**config.mk**
```make
export PLATFORM = sky130hd
export DESIGN_NAME = seven_seg_scan_ctrl
export DESIGN_NICKNAME = d
export VERILOG_FILES = /design/src/rtl/seg7_pkg.sv /design/src/rtl/bcd_seg7_decode.sv /design/src/rtl/seven_seg_scan_ctrl.sv
export SDC_FILE = /design/constraint.sdc
export NUM_CORES = 1
export LEC_CHECK = 0
export CAP_MARGIN = 5
export CORE_MARGIN = 8
export CORE_UTILIZATION = 24
export DETAILED_ROUTE_END_ITERATION = 6
export HOLD_SLACK_MARGIN = 0.05
export PLACE_DENSITY = 0.49
export SLEW_MARGIN = 20
export SYNTH_ARGS = -nofsm -noshare
export SYNTH_HDL_FRONTEND = slang
export SYNTH_SLANG_ARGS = --single-unit
```
**constraint.sdc**
```tcl
create_clock -name clk -period 3.29 [get_ports clk]
set_input_delay 0.658 -clock clk [delete_from_list [all_inputs] [get_ports clk]]
set_output_delay 0.658 -clock clk [all_outputs]
set_load 0.05 [all_outputs]
```
**src/rtl/seg7_pkg.sv**
```systemverilog
// Shared 7-segment definitions: segment patterns, scan FSM states and the
// BCD-to-segment decode function used by the scan controller.
package seg7_pkg;

  // Segment patterns {a,b,c,d,e,f,g}, bit 6 = a, 1 = lit.
  localparam logic [6:0] SEG_0   = 7'b1111110;
  localparam logic [6:0] SEG_1   = 7'b0110000;
  localparam logic [6:0] SEG_2   = 7'b1101101;
  localparam logic [6:0] SEG_3   = 7'b1111001;
  localparam logic [6:0] SEG_4   = 7'b0110011;
  localparam logic [6:0] SEG_5   = 7'b1011011;
  localparam logic [6:0] SEG_6   = 7'b1011111;
  localparam logic [6:0] SEG_7   = 7'b1110000;
  localparam logic [6:0] SEG_8   = 7'b1111111;
  localparam logic [6:0] SEG_9   = 7'b1111011;
  localparam logic [6:0] SEG_OFF = 7'b0000000;

  // Per-slot scan phase: all digits dark, then the selected digit lit.
  typedef enum logic {
    BLANK = 1'b0,
    SHOW  = 1'b1
  } state_t;

  // Non-BCD codes 10..15 decode to a dark digit.
  function automatic logic [6:0] seg7_decode(input logic [3:0] bcd);
    case (bcd)
      4'd0:    return SEG_0;
      4'd1:    return SEG_1;
      4'd2:    return SEG_2;
      4'd3:    return SEG_3;
      4'd4:    return SEG_4;
      4'd5:    return SEG_5;
      4'd6:    return SEG_6;
      4'd7:    return SEG_7;
      4'd8:    return SEG_8;
      4'd9:    return SEG_9;
      default: return SEG_OFF;
    endcase
  endfunction

endpackage

```
**src/rtl/bcd_seg7_decode.sv**
```systemverilog
// Combinational BCD-to-7-segment decoder; one instance is shared by all
// digits behind the scan multiplexer.
module bcd_seg7_decode
  import seg7_pkg::*;
(
  input  logic [3:0] bcd,
  output logic [6:0] seg
);

  // Pure table lookup; invalid codes map to SEG_OFF inside the function.
  always_comb begin
    seg = seg7g_default();
    seg = seg7_decode(bcd);
  end

  function automatic logic [6:0] seg7g_default();
    return SEG_OFF;
  endfunction

endmodule

```
**src/rtl/seven_seg_scan_ctrl.sv**
```systemverilog
// Multiplexed 7-segment scan controller: double-buffered BCD word, round-robin
// digit scan with a blanking gap at each slot start, optional leading-zero
// suppression, and fully registered segment/digit outputs.
module seven_seg_scan_ctrl
  import seg7_pkg::*;
#(
  parameter int NUM_DIGITS   = 4,
  parameter int REFRESH_DIV  = 50000,
  parameter int BLANK_CYCLES = 16
) (
  input  logic                    clk,
  input  logic                    rst,
  input  logic [4*NUM_DIGITS-1:0] bcd_in,
  input  logic [NUM_DIGITS-1:0]   dp_in,
  input  logic                    load,
  input  logic                    blank_lz,
  output logic [6:0]              seg_out,
  output logic                    dp_out,
  output logic [NUM_DIGITS-1:0]   digit_en,
  output logic                    frame_done
);

  localparam int CW = $clog2(REFRESH_DIV);
  localparam int IW = $clog2(NUM_DIGITS);
  localparam logic [CW-1:0] LAST_BLANK = CW'(BLANK_CYCLES - 1);
  localparam logic [CW-1:0] LAST_SLOT  = CW'(REFRESH_DIV - 1);
  localparam logic [IW-1:0] LAST_IDX   = IW'(NUM_DIGITS - 1);

  if (NUM_DIGITS < 2 || NUM_DIGITS > 8 || BLANK_CYCLES < 1 ||
      BLANK_CYCLES >= REFRESH_DIV) begin : g_param_check
    $error("seven_seg_scan_ctrl: illegal NUM_DIGITS/REFRESH_DIV/BLANK_CYCLES");
  end

  state_t                  state_q, state_d;
  logic [CW-1:0]           cnt_q;
  logic [IW-1:0]           idx_q;
  logic [4*NUM_DIGITS-1:0] shadow_bcd, act_bcd;
  logic [NUM_DIGITS-1:0]   shadow_dp, act_dp;
  logic                    shadow_lz, act_lz;
  logic [3:0]              act_digit [NUM_DIGITS];
  logic [NUM_DIGITS-1:0]   lz_blank;
  logic                    upper_zero;
  logic [6:0]              dec_seg;
  logic                    slot_end, wrap;

  for (genvar k = 0; k < NUM_DIGITS; k++) begin : g_digits
    assign act_digit[k] = act_bcd[4*k +: 4];
  end

  // The counter only reaches LAST_SLOT in SHOW, since BLANK ends earlier.
  assign slot_end = (cnt_q == LAST_SLOT);
  assign wrap     = slot_end && (idx_q == LAST_IDX);

  // Next-state logic for the two-phase slot FSM.
  // NOTE: every always_comb output gets a default first so no path can infer a latch.
  always_comb begin
    state_d = state_q;
    case (state_q)
      BLANK:   if (cnt_q == LAST_BLANK) state_d = SHOW;
      SHOW:    if (slot_end)            state_d = BLANK;
      default: state_d = BLANK;
    endcase
  end

  // Slot counter, FSM state and active digit index.
  // NOTE: sequential state uses non-blocking assignments so all registers update from pre-edge values.
  always_ff @(posedge clk) begin
    if (rst) begin
      state_q <= BLANK;
      cnt_q   <= '0;
      idx_q   <= '0;
    end else begin
      state_q <= state_d;
      cnt_q   <= slot_end ? '0 : cnt_q + CW'(1);
      if (slot_end) idx_q <= (idx_q == LAST_IDX) ? '0 : idx_q + IW'(1);
    end
  end

  // Double buffer: loads land in the shadow; the active copy only changes at
  // the frame boundary, with a coincident load bypassing straight to active.
  always_ff @(posedge clk) begin
    if (rst) begin
      shadow_bcd <= '0;
      shadow_dp  <= '0;
      shadow_lz  <= 1'b0;
      act_bcd    <= '0;
      act_dp     <= '0;
      act_lz     <= 1'b0;
    end else begin
      if (load) begin
        shadow_bcd <= bcd_in;
        shadow_dp  <= dp_in;
        shadow_lz  <= blank_lz;
      end
      if (wrap) begin
        act_bcd <= load ? bcd_in   : shadow_bcd;
        act_dp  <= load ? dp_in    : shadow_dp;
        act_lz  <= load ? blank_lz : shadow_lz;
      end
    end
  end

  // Leading-zero mask: digit k is dark when it and every more significant
  // digit are zero; digit 0 always stays lit.
  always_comb begin
    lz_blank   = '0;
    upper_zero = 1'b1;
    for (int k = NUM_DIGITS - 1; k >= 0; k--) begin
      upper_zero  = upper_zero && (act_digit[k] == 4'd0);
      lz_blank[k] = act_lz && upper_zero && (k != 0);
    end
  end

  bcd_seg7_decode u_dec (
    .bcd (act_digit[idx_q]),
    .seg (dec_seg)
  );

  // Registered outputs: digit select, segments and dp all switch on one edge.
  always_ff @(posedge clk) begin
    if (rst) begin
      seg_out    <= SEG_OFF;
      dp_out     <= 1'b0;
      digit_en   <= '0;
      frame_done <= 1'b0;
    end else if (state_q == SHOW) begin
      seg_out    <= lz_blank[idx_q] ? SEG_OFF : dec_seg;
      dp_out     <= act_dp[idx_q];
      digit_en   <= NUM_DIGITS'(1) << idx_q;
      frame_done <= wrap;
    end else begin
      seg_out    <= SEG_OFF;
      dp_out     <= 1'b0;
      digit_en   <= '0;
      frame_done <= 1'b0;
    end
  end

endmodule
```
==> results of run 1 <==
## registers in the layout, summed over array words and instances, names as in the netlist
signal and flops:
idx_q 2, state_q 1, dp_out 1, shadow_dp 4, act_bcd 16, frame_done 1
shadow_bcd 16, seg_out 7, shadow_lz 1, cnt_q 16, act_lz 1, act_dp 4
digit_en 4
## cell type report
type                       count  area share [%]
clock inverter                 2          0.8734
timing repair buffer          38           9.357
clock buffer                  13           6.737
tap                          176           5.490
multi-input combinational    216           39.77
sequential                    74           36.93
inverter                       9          0.8422
## worst min-delay path by stage
| stage | from | endpoint | slack (ps) | cells after the start |
|---|---|---|---|---|
| floorplan | cnt_q[0] | cnt_q[0] | 430 | 1 |
| global placement | cnt_q[0] | cnt_q[0] | 450 | 1 |
| detailed placement | cnt_q[0] | cnt_q[0] | 460 | 1 |
| CTS | cnt_q[0] | cnt_q[0] | 470 | 1 |
| global route | cnt_q[0] | cnt_q[0] | 520 | 1 |
| finish | cnt_q[0] | cnt_q[0] | 460 | 1 |
## kinds of logic (layout without fill, tap and decap cells)
group / count (synthesis) / after routing
AO/OA/AOI/OAI: 20 / 20
XOR/XNOR: 12 / 12
adder cells (fa/ha/maj): 8 / 8
buffers and inverters: 25 / 62
flip-flops: 74 / 74
multiplexers: 55 / 55
AND/OR/NAND/NOR: 121 / 121
## cell usage after synthesis
cell / count
sky130_fd_sc_hd__ha_1: 8
sky130_fd_sc_hd__nor3b_1: 1
sky130_fd_sc_hd__buf_2: 4
sky130_fd_sc_hd__nand2_1: 9
sky130_fd_sc_hd__or2_2: 1
sky130_fd_sc_hd__nand2b_1: 2
sky130_fd_sc_hd__and2_1: 1
sky130_fd_sc_hd__nor2_1: 42
sky130_fd_sc_hd__clkbuf_1: 7
sky130_fd_sc_hd__mux2_1: 1
sky130_fd_sc_hd__inv_1: 9
sky130_fd_sc_hd__mux4_2: 4
sky130_fd_sc_hd__o21ai_0: 4
sky130_fd_sc_hd__buf_6: 4
sky130_fd_sc_hd__nand3_2: 1
sky130_fd_sc_hd__o21bai_1: 2
sky130_fd_sc_hd__xor2_1: 2
sky130_fd_sc_hd__mux2i_1: 28
sky130_fd_sc_hd__nor3_1: 12
sky130_fd_sc_hd__nor2b_1: 22
sky130_fd_sc_hd__nand3_1: 12
sky130_fd_sc_hd__buf_1: 1
sky130_fd_sc_hd__mux2_2: 21
sky130_fd_sc_hd__nor3b_4: 1
sky130_fd_sc_hd__or4_1: 1
sky130_fd_sc_hd__nor3b_2: 1
sky130_fd_sc_hd__and3_1: 3
sky130_fd_sc_hd__a21o_1: 1
sky130_fd_sc_hd__mux4_1: 1
sky130_fd_sc_hd__dfxtp_1: 74
sky130_fd_sc_hd__xnor2_1: 10
sky130_fd_sc_hd__a311oi_1: 1
sky130_fd_sc_hd__nor4_2: 1
sky130_fd_sc_hd__nand4_1: 3
sky130_fd_sc_hd__nor4_1: 8
sky130_fd_sc_hd__a21oi_1: 12
## metal layers
metal  routed length (um)  track usage, %
met1                 3485           10.64
met4                  176           4.978
met5                    0               0
met3                  361           2.744
met2                 2802           11.68
## stage by stage
step / instance area (um^2) / worst slack [ps] / hold slack (ps) / utilization [%]
6_report: 4011 / 953.0 / 461.6 / 30.53
5_1_grt: 4011 / 809.5 / 517.9 / 30.53
4_1_cts: 4011 / 947.8 / 469.9 / 30.53
3_5_place_dp: 3706 / 951.9 / 457.7 / 28.21
3_3_place_gp: 3702 / 1000 / 446.3 / 28.18
2_1_floorplan: 3202 / 1476 / 430.3 / -
## report_power, final
group	internal (mW)	switching, mW	leakage, nW
Sequential	0.915	0.00606	0.601
Clock	0.644	0.351	0.152
Combinational	0.0445	0.0392	0.761
==> flow_results.xml, run 1 <==
<?xml version="1.0" encoding="UTF-8"?>
<metrics>
  <group name="setup_path">
    <metric name="cp_data_arrival_time" unit="ps">2530</metric>
    <metric name="worst-path-buf-inv" unit="">2</metric>
    <metric name="kind_of_critical_path" unit="">flip-flop to flip-flop</metric>
    <metric name="timing.critical_path.cells" unit="">mux4_2 -&gt; inv_1 -&gt; ha_1 -&gt; inv_1 -&gt; mux2i_1 -&gt; a21oi_1 -&gt; nor3_1</metric>
    <metric name="cp-end-kind" unit="">flip-flop</metric>
    <metric name="required_time_at_the_endpoint_of_the_critical_path" unit="ps">3480</metric>
    <metric name="critPathLaunchType" unit="">flip-flop</metric>
    <metric name="critPathMaxStageDelay" unit="ps">760</metric>
    <metric name="cp_slowest_cell" unit="">sky130_fd_sc_hd__dfxtp_1</metric>
    <metric name="critical-path-top-cell-by-count" unit="">sky130_fd_sc_hd__inv_1</metric>
    <metric name="critical_register_to_register_path_endpoint" unit="">seg_out[3]</metric>
    <metric name="worstRegToRegCells" unit="">7</metric>
    <metric name="worst_setup_path_startpoint" unit="">idx_q[0]</metric>
    <metric name="cp.depth" unit="">7</metric>
    <metric name="setup.worst_path.end" unit="">seg_out[3]</metric>
    <metric name="rr_startpoint" unit="">idx_q[0]</metric>
    <metric name="reg2reg_setup_slack" unit="ps">950</metric>
    <metric name="worstPathMaxFanout" unit="">16</metric>
    <metric name="crit_family" unit="">multiplexers</metric>
  </group>
  <group name="detailed_routing">
    <metric name="detailedRoute.firstPassIterationCount" unit="">4</metric>
    <metric name="post_drt_wl_per_cell" unit="um">12.93</metric>
    <metric name="route.antenna.remaining_nets" unit="">0</metric>
    <metric name="post-route-drc-count" unit="">0</metric>
    <metric name="drt-initial-drc-count" unit="">101</metric>
    <metric name="routed_wl" unit="mm">6.825</metric>
    <metric name="dr_total_vias" unit="">2238</metric>
    <metric name="route.detailed.vias_per_inst" unit="">4.239</metric>
  </group>
  <group name="cells_and_area">
    <metric name="layout-area-overhead-vs-synth" unit="%">25.28</metric>
    <metric name="antenna_cells_inserted" unit="">0</metric>
    <metric name="drive_above_1_share" unit="%">13.35</metric>
    <metric name="layout.cells.most_common_list" unit="">sky130_fd_sc_hd__dfxtp_1, sky130_fd_sc_hd__nor2_1, sky130_fd_sc_hd__clkdlybuf4s50_1</metric>
    <metric name="area_of_the_multi_input_gates" unit="um^2">1595</metric>
    <metric name="ff_latch_area" unit="um^2">1481</metric>
    <metric name="fin_nets" unit="">380</metric>
    <metric name="final_common_cell" unit="">sky130_fd_sc_hd__dfxtp_1</metric>
    <metric name="fillers" unit="">1375</metric>
    <metric name="layoutNonFillerInstCount" unit="">528</metric>
  </group>
  <group name="sta">
    <metric name="slew_violations" unit="">0</metric>
    <metric name="fin_crit" unit="ps">2337</metric>
    <metric name="timing_limited_maximum_frequency" unit="MHz">427.9</metric>
    <metric name="worst-slew-pin-transition" unit="ps">686.5</metric>
    <metric name="worst_clock_skew" unit="ps">4.139</metric>
    <metric name="setup-violations-final" unit="">0</metric>
    <metric name="final_min_period_over_clock_period" unit="%">71.03</metric>
    <metric name="report.final.hold_viol_count" unit="">0</metric>
    <metric name="rsz0062_at_grt" unit="">false</metric>
    <metric name="relSlewSlack" unit="%">54.23</metric>
    <metric name="timing.setup.tns" unit="ps">0</metric>
  </group>
  <group name="global_route">
    <metric name="total_global_route_track_usage" unit="%">8.258</metric>
    <metric name="grt_pass1_vias" unit="">2285</metric>
    <metric name="grt_start_max_net_pins" unit="">46</metric>
    <metric name="initial_antenna_violation_count" unit="">0</metric>
    <metric name="grt_pass1_wl" unit="mm">11.43</metric>
    <metric name="grt_overflow" unit="">0</metric>
  </group>
  <group name="logic_synthesis">
    <metric name="yosysTopAreaCell" unit="">sky130_fd_sc_hd__dfxtp_1</metric>
    <metric name="postSynthRegisterBits" unit="">74</metric>
    <metric name="synthAdderAreaFrac" unit="%">3.126</metric>
    <metric name="post-synth-top-area-fraction" unit="%">46.27</metric>
    <metric name="synth_xor_xnor_area_share" unit="%">3.283</metric>
    <metric name="yosysSeqAreaShare" unit="%">46.27</metric>
    <metric name="synth-warning-count" unit="">0</metric>
    <metric name="cell_types_occupying_the_most_area_after_synthesis" unit="">sky130_fd_sc_hd__dfxtp_1, sky130_fd_sc_hd__mux2i_1, sky130_fd_sc_hd__mux2_2</metric>
    <metric name="synth.cell_area" unit="um^2">3202</metric>
    <metric name="netlist_instances" unit="">315</metric>
    <metric name="combinational_family_with_the_most_area_after_synthesis" unit="">multiplexers</metric>
    <metric name="avg_inst_size_synth" unit="um^2">10.16</metric>
    <metric name="synth-compound-area-share" unit="%">3.478</metric>
    <metric name="post_synth_mux_area_share" unit="%">20.13</metric>
    <metric name="yosysUniqueCellTypes" unit="">36</metric>
    <metric name="synth.net_count" unit="">347</metric>
    <metric name="synth-simple-area-share" unit="%">19.70</metric>
  </group>
  <group name="power">
    <metric name="power_density" unit="nW/um^2">498.4</metric>
    <metric name="power.total" unit="mW">1.999</metric>
    <metric name="ir_worst_vdd" unit="mV">0.2144</metric>
    <metric name="static-leakage-power" unit="nW">1.514</metric>
  </group>
  <group name="status">
    <metric name="result_of_the_run" unit="">complete, no violations</metric>
  </group>
  <group name="clock_tree">
    <metric name="cts-resized-gates" unit="">0</metric>
    <metric name="clock_sinks" unit="">74</metric>
    <metric name="tritoncts_clock_tree" unit="">built</metric>
    <metric name="worstSkewPairLatency" unit="ps">330</metric>
    <metric name="cts_max_level" unit="">3</metric>
    <metric name="post_cts_setup_buffer_count" unit="">0</metric>
    <metric name="cts-buffers-inserted" unit="">9</metric>
    <metric name="ctsLongestPathBuffers" unit="">2</metric>
    <metric name="clk_pin_slew" unit="ps">60</metric>
    <metric name="clockRootBuffer" unit="">sky130_fd_sc_hd__clkbuf_16</metric>
    <metric name="cts_hold_buffers_added" unit="">0</metric>
  </group>
  <group name="floorplanning">
    <metric name="floorplan.initialDensity" unit="%">24.37</metric>
    <metric name="full_die_area" unit="um^2">17290</metric>
    <metric name="dieHeight" unit="um">131.5</metric>
    <metric name="placeableCoreArea" unit="um^2">13140</metric>
    <metric name="dieWidth" unit="um">131.5</metric>
    <metric name="num_io_pins" unit="">37</metric>
    <metric name="placement_rows" unit="">42</metric>
  </group>
  <group name="placed_design">
    <metric name="placed_cells_incl_taps" unit="">513</metric>
    <metric name="half_perimeter_wire_length_of_the_detailed_placement_result" unit="mm">4.810</metric>
    <metric name="gp_congestion" unit="">0.7379</metric>
    <metric name="placement.io_buffers" unit="">36</metric>
  </group>
  <group name="worst_hold_path">
    <metric name="min_path_type" unit="">flip-flop to flip-flop</metric>
  </group>
  <group name="flow_run">
    <metric name="cap_viol_max_count" unit="">0</metric>
  </group>
</metrics>
(Power assumes the default switching activity.)
==> run 2, diff against run 1 <==
PLACE_DENSITY = 0.5   (was 0.49)
clock period = 2 ns   (was 3.29 ns; I/O delays follow)
==> flow_results.xml, run 2 (synthesis results as in run 1) <==
<?xml version="1.0" encoding="UTF-8"?>
<metrics>
  <group name="status">
    <metric name="result_of_the_run" unit="">complete, no violations</metric>
  </group>
  <group name="setup_path">
    <metric name="cp-end-kind" unit="">output pin</metric>
    <metric name="required_time_at_the_endpoint_of_the_critical_path" unit="ps">1600</metric>
    <metric name="rr_startpoint" unit="">idx_q[0]</metric>
    <metric name="critPathMaxStageDelay" unit="ps">800</metric>
    <metric name="worstRegToRegCells" unit="">7</metric>
    <metric name="timing.critical_path.cells" unit="">clkdlybuf4s50_1</metric>
    <metric name="critPathLaunchType" unit="">flip-flop</metric>
    <metric name="worst-path-buf-inv" unit="">1</metric>
    <metric name="cp_data_arrival_time" unit="ps">1460</metric>
    <metric name="reg2reg_setup_slack" unit="ps">150</metric>
    <metric name="cp_slowest_cell" unit="">sky130_fd_sc_hd__clkdlybuf4s50_1</metric>
    <metric name="critical_register_to_register_path_endpoint" unit="">seg_out[3]</metric>
    <metric name="crit_family" unit="">buffers and inverters</metric>
    <metric name="kind_of_critical_path" unit="">flip-flop to output pin</metric>
    <metric name="worstPathMaxFanout" unit="">1</metric>
  </group>
  <group name="clock_tree">
    <metric name="tritoncts_clock_tree" unit="">built</metric>
    <metric name="worstSkewPairLatency" unit="ps">330</metric>
    <metric name="clockRootBuffer" unit="">sky130_fd_sc_hd__clkbuf_16</metric>
    <metric name="cts-buffers-inserted" unit="">9</metric>
    <metric name="clock_sinks" unit="">74</metric>
    <metric name="cts_hold_buffers_added" unit="">0</metric>
    <metric name="cts_max_level" unit="">3</metric>
    <metric name="post_cts_setup_buffer_count" unit="">0</metric>
    <metric name="clk_pin_slew" unit="ps">60</metric>
    <metric name="ctsLongestPathBuffers" unit="">2</metric>
    <metric name="cts-resized-gates" unit="">0</metric>
  </group>
  <group name="cells_and_area">
    <metric name="layoutNonFillerInstCount" unit="">538</metric>
    <metric name="antenna_cells_inserted" unit="">0</metric>
    <metric name="fin_nets" unit="">389</metric>
    <metric name="drive_above_1_share" unit="%">16.02</metric>
    <metric name="final_common_cell" unit="">sky130_fd_sc_hd__dfxtp_1</metric>
    <metric name="reg_top3" unit="">act_bcd: 16 flops, cnt_q: 16 flops, shadow_bcd: 16 flops</metric>
    <metric name="layout.cells.most_common_list" unit="">sky130_fd_sc_hd__dfxtp_1, sky130_fd_sc_hd__nor2_1, sky130_fd_sc_hd__clkdlybuf4s50_1</metric>
    <metric name="layout-area-overhead-vs-synth" unit="%">28.53</metric>
    <metric name="design_area" unit="um^2">4115</metric>
    <metric name="fillers" unit="">1372</metric>
  </group>
  <group name="sta">
    <metric name="setup-violations-final" unit="">0</metric>
    <metric name="worst_clock_skew" unit="ps">4.646</metric>
    <metric name="worst-slew-pin-transition" unit="ps">527.5</metric>
    <metric name="fin_crit" unit="ps">1856</metric>
    <metric name="timing_limited_maximum_frequency" unit="MHz">538.7</metric>
    <metric name="relSlewSlack" unit="%">64.72</metric>
    <metric name="final_min_period_over_clock_period" unit="%">92.82</metric>
    <metric name="final.setup.worst_slack" unit="ps">143.6</metric>
    <metric name="timing.setup.tns" unit="ps">0</metric>
    <metric name="rsz0062_at_grt" unit="">false</metric>
    <metric name="slew_violations" unit="">0</metric>
    <metric name="report.final.hold_viol_count" unit="">0</metric>
  </group>
  <group name="detailed_routing">
    <metric name="post_drt_wl_per_cell" unit="um">12.70</metric>
    <metric name="detailedRoute.firstPassIterationCount" unit="">4</metric>
    <metric name="dr_total_vias" unit="">2260</metric>
    <metric name="route.detailed.vias_per_inst" unit="">4.201</metric>
    <metric name="route.antenna.remaining_nets" unit="">0</metric>
    <metric name="post-route-drc-count" unit="">0</metric>
    <metric name="routed_wl" unit="mm">6.830</metric>
    <metric name="drt-initial-drc-count" unit="">135</metric>
  </group>
  <group name="power">
    <metric name="static-leakage-power" unit="nW">1.566</metric>
    <metric name="power_density" unit="nW/um^2">819.3</metric>
    <metric name="ir_worst_vdd" unit="mV">0.3566</metric>
  </group>
  <group name="global_route">
    <metric name="grt_pass1_wl" unit="mm">11.43</metric>
    <metric name="grt_pass1_vias" unit="">2236</metric>
    <metric name="initial_antenna_violation_count" unit="">0</metric>
    <metric name="grt_start_max_net_pins" unit="">50</metric>
    <metric name="grt_overflow" unit="">0</metric>
    <metric name="total_global_route_track_usage" unit="%">8.211</metric>
  </group>
  <group name="placed_design">
    <metric name="postPlaceCellArea" unit="um^2">3795</metric>
    <metric name="placement.io_buffers" unit="">36</metric>
    <metric name="placed_cells_incl_taps" unit="">522</metric>
    <metric name="half_perimeter_wire_length_of_the_detailed_placement_result" unit="mm">4.937</metric>
    <metric name="gp_congestion" unit="">0.7818</metric>
    <metric name="pre_cts_slack" unit="ps">55.64</metric>
  </group>
  <group name="floorplanning">
    <metric name="dieHeight" unit="um">131.5</metric>
    <metric name="placement_rows" unit="">42</metric>
    <metric name="placeableCoreArea" unit="um^2">13140</metric>
    <metric name="num_io_pins" unit="">37</metric>
    <metric name="floorplan.initialDensity" unit="%">24.37</metric>
    <metric name="dieWidth" unit="um">131.5</metric>
    <metric name="full_die_area" unit="um^2">17290</metric>
  </group>
  <group name="flow_run">
    <metric name="cap_viol_max_count" unit="">0</metric>
  </group>
  <group name="worst_hold_path">
    <metric name="min_path_type" unit="">flip-flop to flip-flop</metric>
    <metric name="min_from" unit="">cnt_q[0]</metric>
    <metric name="worstHoldEndpoint" unit="">cnt_q[0]</metric>
    <metric name="hold_path_depth" unit="">1</metric>
  </group>
</metrics>
## run 2: cell count changes in the layout (fill, tap and decap cells not counted), moves of 2 or more
cell / change
sky130_fd_sc_hd__clkbuf_8: -3
sky130_fd_sc_hd__buf_4: +7
sky130_fd_sc_hd__clkinvlp_4: +2
sky130_fd_sc_hd__buf_12: +2
## run 2: final cells by class
class / count / area [um^2] / share of cell area (%)
multi-input combinational: 216 / 1592 / 38.67
clock buffer: 9 / 225.2 / 5.473
clock inverter: 7 / 93.84 / 2.280
inverter: 9 / 33.78 / 0.8209
timing repair buffer: 47 / 467.9 / 11.37
tap: 176 / 220.2 / 5.351
sequential: 74 / 1483 / 36.03
## run 2: power breakdown
group	internal (mW)	leakage [nW]	total (mW)	switching, mW
clock network	1.09	0.151	1.71	0.624
logic	0.0793	0.814	0.144	0.0646
registers	1.50	0.601	1.51	0.0107
total	2.67	1.57	3.37	0.699
## run 2: worst max path at each step
stage                    start         end  slack [ps]  depth (start not counted)
floorplan             idx_q[0]  seg_out[3]         190                          8
global placement      idx_q[0]  seg_out[3]         110                          7
detailed placement    idx_q[0]  seg_out[3]          60                          7
CTS                   idx_q[0]  seg_out[3]          50                          7
global route          idx_q[0]  seg_out[3]           9                          7
finish              seg_out[3]  seg_out[3]         140                          1
## run 2: per-stage QoR
stage | util, % | hold WS [ps] | power (mW)
after global routing | 31.32 | 494.6 | 3.510
after CTS | 31.31 | 469.3 | 3.423
after global placement | 28.89 | 444.7 | 1.691
final | 31.32 | 465.2 | 3.371
after detailed placement | 28.89 | 456.3 | 1.695
after floorplan | - | 430.3 | 1.619
## run 2: layer usage
| metal | track usage [%] | up-vias | wire (um) |
|---|---|---|---|
| li1 | - | 1175 | - |
| met1 | 10.76 | 1038 | 3533 |
| met2 | 11.57 | 37 | 2857 |
| met3 | 2.820 | 10 | 290 |
| met4 | 4.403 | 0 | 149 |
| met5 | 0 | - | 0 |
